<file path="src/rtl/beat_sequencer.sv">
// Beat sequencer: divides clk into beats and steps a song position with play/pause/stop control.
// Optional feature: define REVERSE_PLAY_EN to add a dir input for reverse playback.
module beat_sequencer #(
    parameter int unsigned BEAT_DIV = 25000000,
    parameter int unsigned BEAT_LEN = 64
) (
    input  logic        clk,
    input  logic        rst_n,
    input  logic        play,
    input  logic        pause,
    input  logic        stop,
`ifdef REVERSE_PLAY_EN
    input  logic        dir,
`endif
    input  logic        loop_en,
    output logic [11:0] ibeatNum,
    output logic        beat_tick,
    output logic        playing,
    output logic        done
);

    localparam int unsigned DIV_W  = $clog2(BEAT_DIV);
    localparam int unsigned BEAT_W = 12;
    localparam logic [DIV_W-1:0]  DIV_MAX   = DIV_W'(BEAT_DIV - 1);
    localparam logic [BEAT_W-1:0] BEAT_LAST = BEAT_W'(BEAT_LEN - 1);

    typedef enum logic [1:0] {
        ST_IDLE,
        ST_PLAY,
        ST_PAUSE
    } state_t;

    state_t             state_q, state_d;
    logic [DIV_W-1:0]   div_q, div_d;
    logic [BEAT_W-1:0]  beat_d;
    logic               tick_d, done_d;
    logic               count_en;
    logic               song_end;
    logic               rev;

`ifdef REVERSE_PLAY_EN
    assign rev = dir;
`else
    assign rev = 1'b0;
`endif

    // Song end is the last beat when counting up, beat 0 when counting down.
    assign song_end = rev ? (ibeatNum == '0) : (ibeatNum == BEAT_LAST);

    always_ff @(posedge clk or negedge rst_n) begin
        if (!rst_n) begin
            state_q   <= ST_IDLE;
            div_q     <= '0;
            ibeatNum  <= '0;
            beat_tick <= 1'b0;
            playing   <= 1'b0;
            done      <= 1'b0;
        end else begin
            state_q   <= state_d;
            div_q     <= div_d;
            ibeatNum  <= beat_d;
            beat_tick <= tick_d;
            playing   <= (state_d == ST_PLAY);
            done      <= done_d;
        end
    end

    always_comb begin
        state_d  = state_q;
        div_d    = div_q;
        beat_d   = ibeatNum;
        tick_d   = 1'b0;
        done_d   = 1'b0;
        count_en = 1'b0;

        case (state_q)
            ST_IDLE: begin
                div_d  = '0;
                beat_d = '0;
                if (play && !stop) begin
                    state_d = ST_PLAY;
                end
            end
            ST_PLAY: begin
                if (stop) begin
                    state_d = ST_IDLE;
                    div_d   = '0;
                    beat_d  = '0;
                end else if (pause) begin
                    state_d = ST_PAUSE;
                end else begin
                    count_en = 1'b1;
                end
            end
            ST_PAUSE: begin
                if (stop) begin
                    state_d = ST_IDLE;
                    div_d   = '0;
                    beat_d  = '0;
                end else if (play && !pause) begin
                    // Resume edge counts, so a beat held at the wrap point advances here.
                    state_d  = ST_PLAY;
                    count_en = 1'b1;
                end
            end
            default: begin
                state_d = ST_IDLE;
                div_d   = '0;
                beat_d  = '0;
            end
        endcase

        if (count_en) begin
            if (div_q != DIV_MAX) begin
                div_d = div_q + 1'b1;
            end else begin
                div_d = '0;
                if (!song_end) begin
                    beat_d = rev ? (ibeatNum - 1'b1) : (ibeatNum + 1'b1);
                    tick_d = 1'b1;
                end else if (loop_en) begin
                    beat_d = rev ? BEAT_LAST : '0;
                    tick_d = 1'b1;
                end else begin
                    beat_d  = '0;
                    done_d  = 1'b1;
                    state_d = ST_IDLE;
                end
            end
        end
    end

endmodule

</file>
<file path="config.mk">
export PLATFORM = sky130hd
export DESIGN_NAME = beat_sequencer
export DESIGN_NICKNAME = d
export VERILOG_FILES = /design/src/rtl/beat_sequencer.sv
export SDC_FILE = /design/constraint.sdc
export NUM_CORES = 1
export LEC_CHECK = 0
export CAP_MARGIN = 15
export CORE_MARGIN = 5
export CORE_UTILIZATION = 35
export CTS_CLUSTER_DIAMETER = 100
export DETAILED_ROUTE_END_ITERATION = 10
export DONT_BUFFER_PORTS = 1
export SLEW_MARGIN = 20
export SYNTH_ARGS = -nofsm -noshare
export SYNTH_HDL_FRONTEND = slang
export SYNTH_SLANG_ARGS = --single-unit
</file>
<file path="constraint.sdc">
create_clock -name clk -period 6.4 [get_ports clk]
set_input_delay 0.96 -clock clk [delete_from_list [all_inputs] [get_ports clk]]
set_output_delay 0.96 -clock clk [all_outputs]
set_load 0.02 [all_outputs]
</file>
# Word level (Yosys, flattened, before mapping)

Cells that the tools add are included.

Flip-flop bits (word level): 42
Latch bits: 0
Memory bits (writable): 0
ROM bits: 0
Bits of input ports: 6
Output and inout port bits: 15
Logic and storage cells: 52
Memories kept: 0

Add/sub/neg operators: 2
Multipliers: 0
Divide/modulo/power cells: 0
Order comparisons: 0
Equality and inequality tests: 6
Shift operators: 0
Multiplexer cells: 32
Bitwise logic cells: 0
Reductions and logical operators: 6

Operator list:

| kind                  | count |
|---|---|
| $mux 25               | 4 |
| $mux 12               | 5 |
| $add 25x1->25 const B | 1 |
| $ne 25x25->1 const B  | 1 |
| $mux 2                | 9 |
| $add 12x1->12 const B | 1 |
| $eq 12x6->1 const B   | 1 |
| $mux 1                | 12 |
| $pmux 2 s3            | 1 |
| $eq 2x1->1 const B    | 2 |
| $ne 3x1->1 const B    | 1 |
| $eq 2x2->1 const B    | 1 |
| $logic_and 1x1->1     | 2 |
| $logic_not 1->1       | 2 |
| $logic_not 2->1       | 1 |
| $pmux 1 s2            | 1 |
| $reduce_or 2->1       | 1 |

# Longest topological paths before layout

Depth in word-level cells: 10
Mapped depth: 8
Gate-level depth less buffers: 7

# Least setup slack after synthesis

Ideal clock, no wire load.

Path type: register to register
From: register div_q[9]
To: register ibeatNum[9]
Library setup time: 0.078 ns
Data arrival time: 2.331 ns
Required time: 6.322 ns
Path slack: 3.991 ns
Stages on the path, launching flop included: 8
Path buffers: 2
Clock period less this slack: 2.409 ns
Cell sequence: dfrtp_1 -> buf_6 -> or4b_4 -> nor4_4 -> nand3_2 -> buf_6 -> or4_1 -> a21oi_1

Cells in the longest elaborated chain, start to end: 3

RTL lines:

| item                     | RTL line | text |
|---|---|---|
| start: declaration       | 34       | `logic [DIV_W-1:0] div_q, div_d;` |
| start signal: assignment | 60       | `div_q <= div_d;` |
| $ne 25x25->1             | 114      | `if (div_q != DIV_MAX) begin` |
| $mux 12                  | 114      |  |
| $mux 12                  | 113      | `if (count_en) begin` |
| via beat_d[9]            | 35       | `logic [BEAT_W-1:0] beat_d;` |
| end signal: assignment   | 61       | `ibeatNum <= beat_d;` |
| end: declaration         | 16       | `output logic [11:0] ibeatNum,` |

The timed path passes the listed nets, and every way through them passes these cells.
A chain may end at the register's enable or synchronous reset.

# Worst setup path in the final report

From: register state_q[0]
To: register div_q[23]

Cells in the longest elaborated chain, start to end: 4
Elaborated cells between the ends (all ways): 7
Classes of those cells: eq/ne: 3; mux: 3; reduce/logical: 1

RTL lines:

| item                                               | RTL line | text |
|---|---|---|
| start: declaration                                 | 33       | `state_t state_q, state_d;` |
| start signal: assignment                           | 59       | `state_q <= state_d;` |
| branches (longest 4 deep; another with $ne 3x1->1) | -        |  |

Several ways; the timed one is not identified.

==> key figures <==
Worst setup path
  – Worst reg-to-reg path cell count: 7
  – Reg2reg setup slack: 3.58 ns
  – Crit path DAT: 3.02 ns
  – Worst setup EP type: register
  – Crit path from: state_q[0]
  – Top cell by count, worst path: a21oi_1
  – CP Max Fanout: 12
  – Slowest cell on crit path: nor2_1
  – Startpoint types: register
  – Critical path type: register to register
  – Critical Path RT: 6.60 ns
  – Worst r2r src: state_q[0]
  – Worst path bufs/invs: 1
  – Slowest Stage Delay on Critical Path: 0.65 ns
  – CP top delay family: simple AND/OR/NAND/NOR gates
  – Worst r2r dst: div_q[23]
  – CP cell instances: inv_1, ha_1, a21oi_1, nor2_1, o21ai_1, or4_1, a21oi_1

Finish
  – Layout Nets: 288
  – Diodes inserted: 0
  – Post-route cell area: 2618 sq um
  – Multi-input combinational cell area: 1349 sq um
  – Area Overhead vs Synth: 6.355%
  – Post-layout util: 38.32%
  – Layout cell share with drive strength beyond 1: 6.159%
  – Sequential cell area: 1051 sq um
  – Fill cell count: 737

Clock network
  – Sink Count: 42
  – Cts hold-fix bufs: 0
  – CTS tree: yes
  – TritonCTS buffer count: 5
  – H-tree levels: 2
  – Root buf cell: clkbuf_8
  – # resized after CTS: 0
  – Post-CTS Setup Inserts: 0
  – Clock latency on the worst-skew pair: 0.30 ns
  – Clock-pin slew on the worst setup and hold paths: 0.09 ns
  – Max clock buf depth: 2

Power
  – Clk pwr share: 28.7%
  – Cell Pwr Density: 217.4 nW/um^2
  – Sw frac: 33.44%
  – Peak VDD IR: 0.0002481 V
  – Comb pwr share: 21.2%
  – Share of power burned in registers: 50.1%
  – Internal power: 0.3787 mW
  – Psw: 0.1902 mW
  – P_leak: 0.9447 nW

STA
  – Hold Vio Cnt, Final: 0
  – Tightest Pin Transition: 0.8692 ns
  – Post-Route Setup TNS: 0 ns
  – Setup Skew: 0.01343 ns
  – Final Cycle Share: 44.04%
  – Fmax: 0.3548 GHz
  – Slew Limit Fails: 0
  – Slew HR: 41.52%
  – Final worst path period need: 2.819 ns
  – Fin worst setup slack: 3.581 ns
  – Worst hold margin: 0.3460 ns
  – Final setup vio count: 0
  – RSZ-0062 raised after global routing: no

GRT
  – GR Util All Layers: 13.82%
  – Largest net degree at the start of global routing: 43
  – First-pass GRT wire length: 9.839 mm
  – Vias in the first global route: 1968
  – Overflow after GRT: 0
  – Initial antenna violation count: 0

Die
  – IO Count: 21
  – Std cell rows: 30
  – CORE AREA: 6832 sq um
  – Die W: 93.86 um
  – Initial Util: 36.03%
  – Die area: 8809 sq um
  – Die height: 93.86 um

Min path
  – Path type of the worst min-delay path: input pin to asynchronous set/reset pin

Run
  – Maxcap violations: 0

Place
  – GP Congestion: 0.8249
  – DP HPWL: 3.990 mm
  – Port Buf Inserts: 0
  – Placed cell area: 2536 sq um
  – Worst slack at placement: 3.423 ns

Synthesis
  – Number of library cell types mapped by synthesis: 44
  – Seq/Total Area, Yosys: 42.70%
  – Post-synthesis cell area: 2461 sq um
  – Post-synthesis cell count: 278
  – Mapped Nets: 290
  – #FFs+latches synth: 42
  – Syn_area_per_cell: 8.853 sq um
  – Syn. warnings: 0

Drt
  – Met1 wire length: 2.818 mm
  – Vias/cell: 5.728
  – Antenna Nets Post-Route: 0
  – Initial DRC count: 141
  – Drt pass-1 iters: 4
  – Top routing layer in use: met4
  – Detail Route met2 WL: 2.701 mm
  – Drt wl/cell: 15.63 um
  – Met3 wire len: 277 um
  – DRC errors left: 0
  – WL final: 5.815 mm
  – Via count: 2131

Run status
  – Status: completed
## stage by stage
| stage | instances | total power [mW] |
|---|---|---|
| floorplan | 278 | 0.3771 |
| global placement | 365 | 0.4077 |
| detailed placement | 365 | 0.4098 |
| CTS | 372 | 0.5721 |
| global route | 372 | 0.5993 |
| finish | 372 | 0.5689 |
## state kept, by name, indices dropped and copies added (netlist names)
name and count:
ibeatNum 12, playing 1, beat_tick 1, div_q 25, done 1, state_q 2
## power groups by stage
stage	combinational (mW)	sequential, mW	clock, mW
finish	0.121	0.285	0.163
CTS	0.119	0.286	0.168
floorplan	0.0889	0.288	0
detailed placement	0.119	0.291	0
global route	0.133	0.287	0.180
global placement	0.117	0.290	0
## worst max-delay path by stage
stage | cells past startpoint | end
6_report | 7 | div_q[23]
5_1_grt | 7 | div_q[23]
4_1_cts | 7 | div_q[23]
3_5_place_dp | 5 | div_q[23]
3_3_place_gp | 5 | div_q[23]
2_1_floorplan | 7 | ibeatNum[9]
## layout by cell type (no fill, tap or decap), types with 2 or more instances in the layout
master    synthesis  layout
nor4_1            7       7
nor3_2            2       2
nand4_1          12      12
o31ai_1           2       2
and3_1            4       4
nand4b_1          2       2
or3_1             7       7
clkinv_2          0       2
o21ai_1           6       6
clkbuf_8          0       5
o21ai_0          19      19
ha_1              6       6
nor2_1           19      19
dfrtp_1          42      42
a21o_1            2       2
and2_1            2       2
a311oi_1          3       3
or4b_1            2       2
a21oi_1          27      27
inv_1             3       3
or4_1            12      12
nor3_1            5       5
a31oi_1           2       2
nand2_1          30      29
xor2_1            8       8
nand3_1          19      19
a32o_1            2       2
nor3b_1           2       2
mux2i_1           2       2
or2_2             2       2
nor2b_1           4       4
## layer usage
layer / up-vias / track usage [%]
li1: 1045 / -
met1: 1039 / 19.88
met2: 44 / 21.47
met3: 3 / 2.644
met4: 0 / 3.008
met5: - / 0
## cells by family after synthesis
| family | Yosys count | synth area share [%] |
|---|---|---|
| AO/OA/AOI/OAI | 68 | 15.91 |
| AND/OR/NAND/NOR | 139 | 32.08 |
| flip-flops | 42 | 42.70 |
| adder cells (fa/ha/maj) | 6 | 3.050 |
| buffers and inverters | 13 | 2.593 |
| multiplexers | 2 | 0.8135 |
| XOR/XNOR | 8 | 2.847 |
## cell type report
| type | count | area share, % |
|---|---|---|
| clock inverter | 2 | 0.3824 |
| clock buffer | 5 | 2.629 |
| timing repair buffer | 1 | 0.2868 |
| tap | 96 | 4.589 |
| sequential | 42 | 40.15 |
| multi-input combinational | 223 | 51.53 |
| inverter | 3 | 0.4302 |
## synth_stat cells, drive strengths merged
cell type	count	area, sq um
clkbuf	8	30.03
nor3	7	45.04
or3	7	43.79
nand4b	2	17.52
nand3	20	105.1
a41oi	1	8.760
nand3b	1	7.510
nand2	30	112.6
a21o	2	15.01
mux2i	2	20.02
a32oi	1	8.760
a32o	2	20.02
ha	6	75.07
nor2	19	71.32
o21ai	25	125.1
a22oi	1	7.510
or2	3	18.77
a21oi	27	135.1
nor2b	4	25.02
a31o	1	8.760
xor2	8	70.07
or3b	1	8.760
a311oi	3	26.28
nor4	8	65.06
and4	1	8.760
inv	3	11.26
and2	2	12.51
or4	12	90.09
nand4	12	75.07
o221ai	1	8.760
nor3b	2	15.01
a31oi	2	12.51
and3	4	25.02
o31ai	2	15.01
or4b	3	33.78
nor4b	1	8.760
dfrtp	42	1051
buf	2	22.52
(Power assumes the default switching activity.)
